==> src/rtl/pic_core_param.sv <==
// rtl/pic_core_param.sv - parameterised PIC-style core, 4-cycle fetch/execute, literal ALU, goto/call/retlw
// Ports:
//   clk        : clock, all state changes on its rising edge
//   reset      : asynchronous active-low reset
//   run        : enables instruction fetch (sampled in IDLE and EXEC only)
//   imem_addr  : instruction address (MAR)
//   imem_data  : 14-bit instruction word from combinational memory
//   w_q        : working register
//   z_flag     : zero flag
//   c_flag     : carry / no-borrow flag
//   pc_q       : program counter
//   instr_done : high during the EXEC cycle
//   stk_ovf    : sticky call-stack overflow
//   stk_unf    : sticky call-stack underflow
module pic_core_param #(
  parameter int DATA_W    = 8,
  parameter int ADDR_W    = 11,
  parameter int STK_DEPTH = 8
) (
  input  logic              clk,
  input  logic              reset,
  input  logic              run,
  output logic [ADDR_W-1:0] imem_addr,
  input  logic [13:0]       imem_data,
  output logic [DATA_W-1:0] w_q,
  output logic              z_flag,
  output logic              c_flag,
  output logic [ADDR_W-1:0] pc_q,
  output logic              instr_done,
  output logic              stk_ovf,
  output logic              stk_unf
);

  localparam int SP_W  = (STK_DEPTH > 1) ? $clog2(STK_DEPTH) : 1;
  localparam int CNT_W = $clog2(STK_DEPTH + 1);

  localparam logic [2:0] S_IDLE = 3'd0;
  localparam logic [2:0] S_MAR  = 3'd1;
  localparam logic [2:0] S_INC  = 3'd2;
  localparam logic [2:0] S_LOAD = 3'd3;
  localparam logic [2:0] S_EXEC = 3'd4;

  logic [2:0]        r_state;
  logic [ADDR_W-1:0] r_pc;
  logic [ADDR_W-1:0] r_mar;
  logic [13:0]       r_ir;
  logic [DATA_W-1:0] r_w;
  logic              r_z;
  logic              r_c;
  logic              r_ovf;
  logic              r_unf;
  logic [SP_W-1:0]   r_sp;   // next slot to write; top of stack is r_sp-1 (circular)
  logic [CNT_W-1:0]  r_cnt;
  logic [ADDR_W-1:0] r_stk [STK_DEPTH];

  logic [DATA_W-1:0] w_k;
  logic [ADDR_W-1:0] w_target;
  logic [DATA_W:0]   w_sum;
  logic [DATA_W:0]   w_diff;
  logic [SP_W-1:0]   w_sp_inc;
  logic [SP_W-1:0]   w_sp_dec;
  logic              w_stk_full;
  logic              w_stk_empty;

  logic [DATA_W-1:0] w_w_nxt;
  logic              w_z_nxt;
  logic              w_c_nxt;
  logic [ADDR_W-1:0] w_pc_nxt;
  logic              w_is_call;
  logic              w_is_ret;

  assign w_k      = DATA_W'(r_ir[7:0]);
  assign w_target = ADDR_W'(r_ir[10:0]);
  assign w_sum    = {1'b0, w_k} + {1'b0, r_w};
  assign w_diff   = {1'b0, w_k} - {1'b0, r_w};

  assign w_sp_inc    = (r_sp == SP_W'(STK_DEPTH - 1)) ? '0 : r_sp + SP_W'(1);
  assign w_sp_dec    = (r_sp == '0) ? SP_W'(STK_DEPTH - 1) : r_sp - SP_W'(1);
  assign w_stk_full  = (r_cnt == CNT_W'(STK_DEPTH));
  assign w_stk_empty = (r_cnt == '0);

  // Execute-stage decode; results are only committed in EXEC.
  always_comb begin
    w_w_nxt   = r_w;
    w_z_nxt   = r_z;
    w_c_nxt   = r_c;
    w_pc_nxt  = r_pc;
    w_is_call = 1'b0;
    w_is_ret  = 1'b0;
    if (r_ir[13:11] == 3'b101) begin
      w_pc_nxt = w_target;
    end else if (r_ir[13:11] == 3'b100) begin
      w_is_call = 1'b1;
      w_pc_nxt  = w_target;
    end else begin
      case (r_ir[13:8])
        6'h30: w_w_nxt = w_k;
        6'h3E: begin
          w_w_nxt = w_sum[DATA_W-1:0];
          w_c_nxt = w_sum[DATA_W];
          w_z_nxt = (w_sum[DATA_W-1:0] == '0);
        end
        6'h3C: begin
          w_w_nxt = w_diff[DATA_W-1:0];
          w_c_nxt = ~w_diff[DATA_W];          // no borrow means k >= W
          w_z_nxt = (w_diff[DATA_W-1:0] == '0);
        end
        6'h39: begin
          w_w_nxt = w_k & r_w;
          w_z_nxt = ((w_k & r_w) == '0);
        end
        6'h38: begin
          w_w_nxt = w_k | r_w;
          w_z_nxt = ((w_k | r_w) == '0);
        end
        6'h3A: begin
          w_w_nxt = w_k ^ r_w;
          w_z_nxt = ((w_k ^ r_w) == '0);
        end
        6'h34: begin
          w_w_nxt  = w_k;
          w_is_ret = 1'b1;
          // An empty pop leaves PC on its already-incremented value.
          if (!w_stk_empty) w_pc_nxt = r_stk[w_sp_dec];
        end
        default: ;
      endcase
    end
  end

  always_ff @(posedge clk or negedge reset) begin
    if (!reset) begin
      r_state <= S_IDLE;
      r_pc    <= '0;
      r_mar   <= '0;
      r_ir    <= '0;
      r_w     <= '0;
      r_z     <= 1'b0;
      r_c     <= 1'b0;
      r_ovf   <= 1'b0;
      r_unf   <= 1'b0;
      r_sp    <= '0;
      r_cnt   <= '0;
    end else begin
      case (r_state)
        S_IDLE: begin
          r_ir <= '0;
          if (run) r_state <= S_MAR;
        end
        S_MAR: begin
          r_mar   <= r_pc;
          r_state <= S_INC;
        end
        S_INC: begin
          r_pc    <= r_pc + ADDR_W'(1);
          r_state <= S_LOAD;
        end
        S_LOAD: begin
          r_ir    <= imem_data;
          r_state <= S_EXEC;
        end
        S_EXEC: begin
          r_w  <= w_w_nxt;
          r_z  <= w_z_nxt;
          r_c  <= w_c_nxt;
          r_pc <= w_pc_nxt;
          if (w_is_call) begin
            r_sp <= w_sp_inc;
            // Full push overwrites the oldest entry; count saturates.
            if (w_stk_full) r_ovf <= 1'b1;
            else            r_cnt <= r_cnt + CNT_W'(1);
          end
          if (w_is_ret) begin
            if (w_stk_empty) begin
              r_unf <= 1'b1;
            end else begin
              r_sp  <= w_sp_dec;
              r_cnt <= r_cnt - CNT_W'(1);
            end
          end
          r_state <= run ? S_MAR : S_IDLE;
        end
        default: r_state <= S_IDLE;
      endcase
    end
  end

  // Stack storage needs no reset; it is only read when the count says it is valid.
  always_ff @(posedge clk) begin
    if (r_state == S_EXEC && w_is_call) r_stk[r_sp] <= r_pc;
  end

  assign imem_addr  = r_mar;
  assign w_q        = r_w;
  assign z_flag     = r_z;
  assign c_flag     = r_c;
  assign pc_q       = r_pc;
  assign instr_done = (r_state == S_EXEC);
  assign stk_ovf    = r_ovf;
  assign stk_unf    = r_unf;

endmodule

==> config.mk <==
export PLATFORM = sky130hd
export DESIGN_NAME = pic_core_param
export DESIGN_NICKNAME = d
export VERILOG_FILES = /design/src/rtl/pic_core_param.sv
export SDC_FILE = /design/constraint.sdc
export NUM_CORES = 1
export LEC_CHECK = 0
export ABC_AREA = 0
export CORE_UTILIZATION = 30
export DETAILED_ROUTE_END_ITERATION = 8
export PLACE_DENSITY = 0.57
export SLEW_MARGIN = 20
export SYNTH_ARGS = -nofsm -noshare
export SYNTH_HDL_FRONTEND = slang
export SYNTH_SLANG_ARGS = --single-unit
==> constraint.sdc <==
create_clock -name clk -period 4.56 [get_ports clk]
set_input_delay 0.912 -clock clk [delete_from_list [all_inputs] [get_ports clk]]
set_output_delay 0.912 -clock clk [all_outputs]
set_load 0.1 [all_outputs]
==> reports/results.txt <==
Outcome -> finished clean
Setup_tns -> 0 ps
Post-synthesis mux area share -> 8.96%
Critical path class -> reg -> out
Avg Vias per Cell -> 5.35
Final Cycle Share -> 77.7%
Yosys reg bits -> 146
Post-synth cell types -> 69
CTS tree -> built
First-pass GRT wire length -> 33.0 mm
GRT busiest layer -> met2
Met2 usage -> 25.3%
Clock skew -> 7.73 ps
Sequential share of the synthesized area -> 53.2%
CP max FO -> 25
Internal reg-to-reg setup slack -> 1020 ps
Register cell area after layout -> 4090 um2
Slew HR -> 26.3%
Clock network fraction of total power -> 21.4%
Grt ovf -> 0
# hold bufs at CTS -> 0
Reg2reg end -> r_stk[1][0]
CTS H-tree lvls -> 4
Cell-internal power -> 3.76 mW
Post-Synth Adder-Cell Area -> 5.69%
Final std cell area, no fill -> 9220 um2
Worst EP required -> 3650 ps
Endpoint class of the critical path -> primary output
Detail Placement HPWL -> 14.2 mm
Yosys Warn Count -> 0
Area fraction in compound gates after synthesis -> 16.2%
Mapped cell area -> 7690 um2
Finish-stage setup viols -> 0
Hold slack -> 471 ps
Arrival @ worst endpoint -> 2630 ps
Layout filler cell count -> 2438
DR pass1 iterations -> 5
Largest family of logic cells by synthesized area -> compound AO/OA/AOI/OAI gates
Area share of the leading cell type in the synthesized netlist -> 34.3%
Starting density of the core -> 30.6%
Slew Limit Fails -> 0
Synth Flop Type -> edfxtp_1
Initial antenna violation count -> 0
Tot GR Track Use -> 16.6%
Ports -> 52
Async SR Flop Fraction -> 39.7%
Core Box Area -> 25200 um2
DRC -> 0
Die ar. -> 26300 um2
Post-Synth Simple-Gate Area -> 10.8%
RSZ-0062 raised after global routing -> no
Area of the multi-input gates -> 3310 um2
Total CTS buffers -> 17
Switching part of the total -> 46.5%
Vias in the first global route -> 5586
Ant. Diodes -> 0
M1 GR Usage -> 23.9%
Initial drt markers -> 474
Yosys top cell by area -> edfxtp_1
Largest net degree at the start of global routing -> 43
CTS clk-pin slew, worst paths -> 70 ps
Die height -> 162 um
Fmax -> 282 MHz
DRT antenna net count -> 0
Clock Path Buffers -> 2
Routing usage on met3 -> 3.17%
R2r startpoint -> r_state[0]
Reg2Reg Depth -> 5
I/O Buffers -> 51
Final core occ -> 36.6%
Syn Inst Count -> 668
Instance area at placement -> 8590 um2
Net Sw Power -> 3.27 mW
VDD IR-drop max -> 0.000359 V
Die Wd -> 162 um
Leakage -> 3.39 nW
DR WL/cell -> 19.5 um
Area grow syn2layout -> 19.8%
Crit path time final -> 3540 ps
EDFF count, synth -> 88
Sequential fraction of design power -> 30.8%
Most common cell in the netlist -> edfxtp_1
Worst skew pair latency -> 430 ps
Syn_area_per_cell -> 11.5 um2
Logic pwr share -> 47.7%
Element type at the critical path start -> register
Final wirelength -> 20.6 mm
TritonCTS Sinks -> 146
PwrDens -> 762 nW/um2
HP Class -> in -> async
Row cnt -> 58
Max-cap violations -> 0
Final hold violation count -> 0
XOR/XNOR Fraction of Synth Area -> 1.02%
Share of cells above drive strength 1 -> 12.2%
Pwr Total -> 7.03 mW
Syn Nets -> 718
Clk root buf -> clkbuf_16
Synth cell count leaders -> 88 x edfxtp_1, 58 x dfrtp_1, 49 x nand2_1, 40 x inv_1
RePlAce Congestion -> 0.848
Worst slew pin tran -> 1100 ps
Post-CTS setup buffers -> 0
Nets -> 765
Synth area leaders -> edfxtp_1 34%, dfrtp_1 19%, ha_1 5.0%
Vias -> 5662
# resized after CTS -> 0
[routing by layer]
metal | wire (um) | vias up | share of wire [%]
met5 | 0 | - | 0
met4 | 314 | 0 | 1.5
met2 | 9440 | 168 | 46
met3 | 858 | 31 | 4.2
met1 | 9970 | 2842 | 48
li1 | - | 2621 | -
[critical path, stage by stage (launching register included)]
cell and delay, ps:
dfrtp_1 630, or3b_2 840, inv_1 350, buf_4 360
[sequential cells by signal (all words and copies together), names as in the netlist]
signal and count:
r_ir 14, z_flag 1, pc_q 11, r_cnt 4
c_flag 1, r_state 3, r_sp 3, r_stk 88
stk_unf 1, w_q 8, imem_addr 11, stk_ovf 1
[cell families (layout without fill, tap and decap cells)]
family | Yosys count | in the layout
simple gates | 171 | 171
fa+ha+maj | 34 | 34
flops | 146 | 146
buf+inv | 79 | 139
mux | 50 | 50
xor+xnor | 9 | 9
compound gates | 179 | 179
[layout make-up]
class / count / area share (%)
multi-input combinational: 443 / 35.9
sequential: 146 / 44.4
clock inverter: 15 / 2.24
inverter: 41 / 1.67
timing repair buffer: 66 / 6.70
tap: 330 / 4.48
clock buffer: 17 / 4.61
[worst max path at each step]
stage / start / end / cells past startpoint
2_1_floorplan: r_state[1] / r_stk[1][0] / 8
3_3_place_gp: r_state[0] / r_stk[1][2] / 5
3_5_place_dp: r_state[0] / r_stk[1][2] / 5
4_1_cts: r_state[0] / instr_done / 3
5_1_grt: r_state[0] / r_stk[1][0] / 5
6_report: r_state[0] / instr_done / 3
[stage by stage]
step                worst slack [ps]  std cells
detailed placement              1100       1026
global placement                1160       1026
floorplan                       1050        668
finish                          1020       1058
global route                     832       1058
CTS                             1010       1058
[power groups by stage]
stage | registers, mW | logic (mW) | clock network (mW)
final | 2.17 | 3.36 | 1.51
after global placement | 2.19 | 3.32 | 0
after detailed placement | 2.19 | 3.34 | 0
after global routing | 2.22 | 3.62 | 1.59
after CTS | 2.16 | 3.36 | 1.53
after floorplan | 2.71 | 1.91 | 0
[placed cells by master (no fill, tap or decap), types with 12 or more instances in the layout]
master | Yosys | layout
dfrtp_1 | 58 | 58
o21ai_0 | 33 | 33
nor2_1 | 36 | 36
buf_4 | 0 | 17
ha_1 | 31 | 31
nand2_1 | 49 | 49
mux2i_1 | 25 | 25
clkbuf_16 | 0 | 17
a22o_1 | 13 | 13
inv_1 | 40 | 40
edfxtp_1 | 88 | 88
clkdlybuf4s50_1 | 0 | 49
a21oi_1 | 36 | 36
nand3_1 | 19 | 19
o22ai_1 | 12 | 12
mux4_2 | 14 | 14
(Power assumes the default switching activity.)
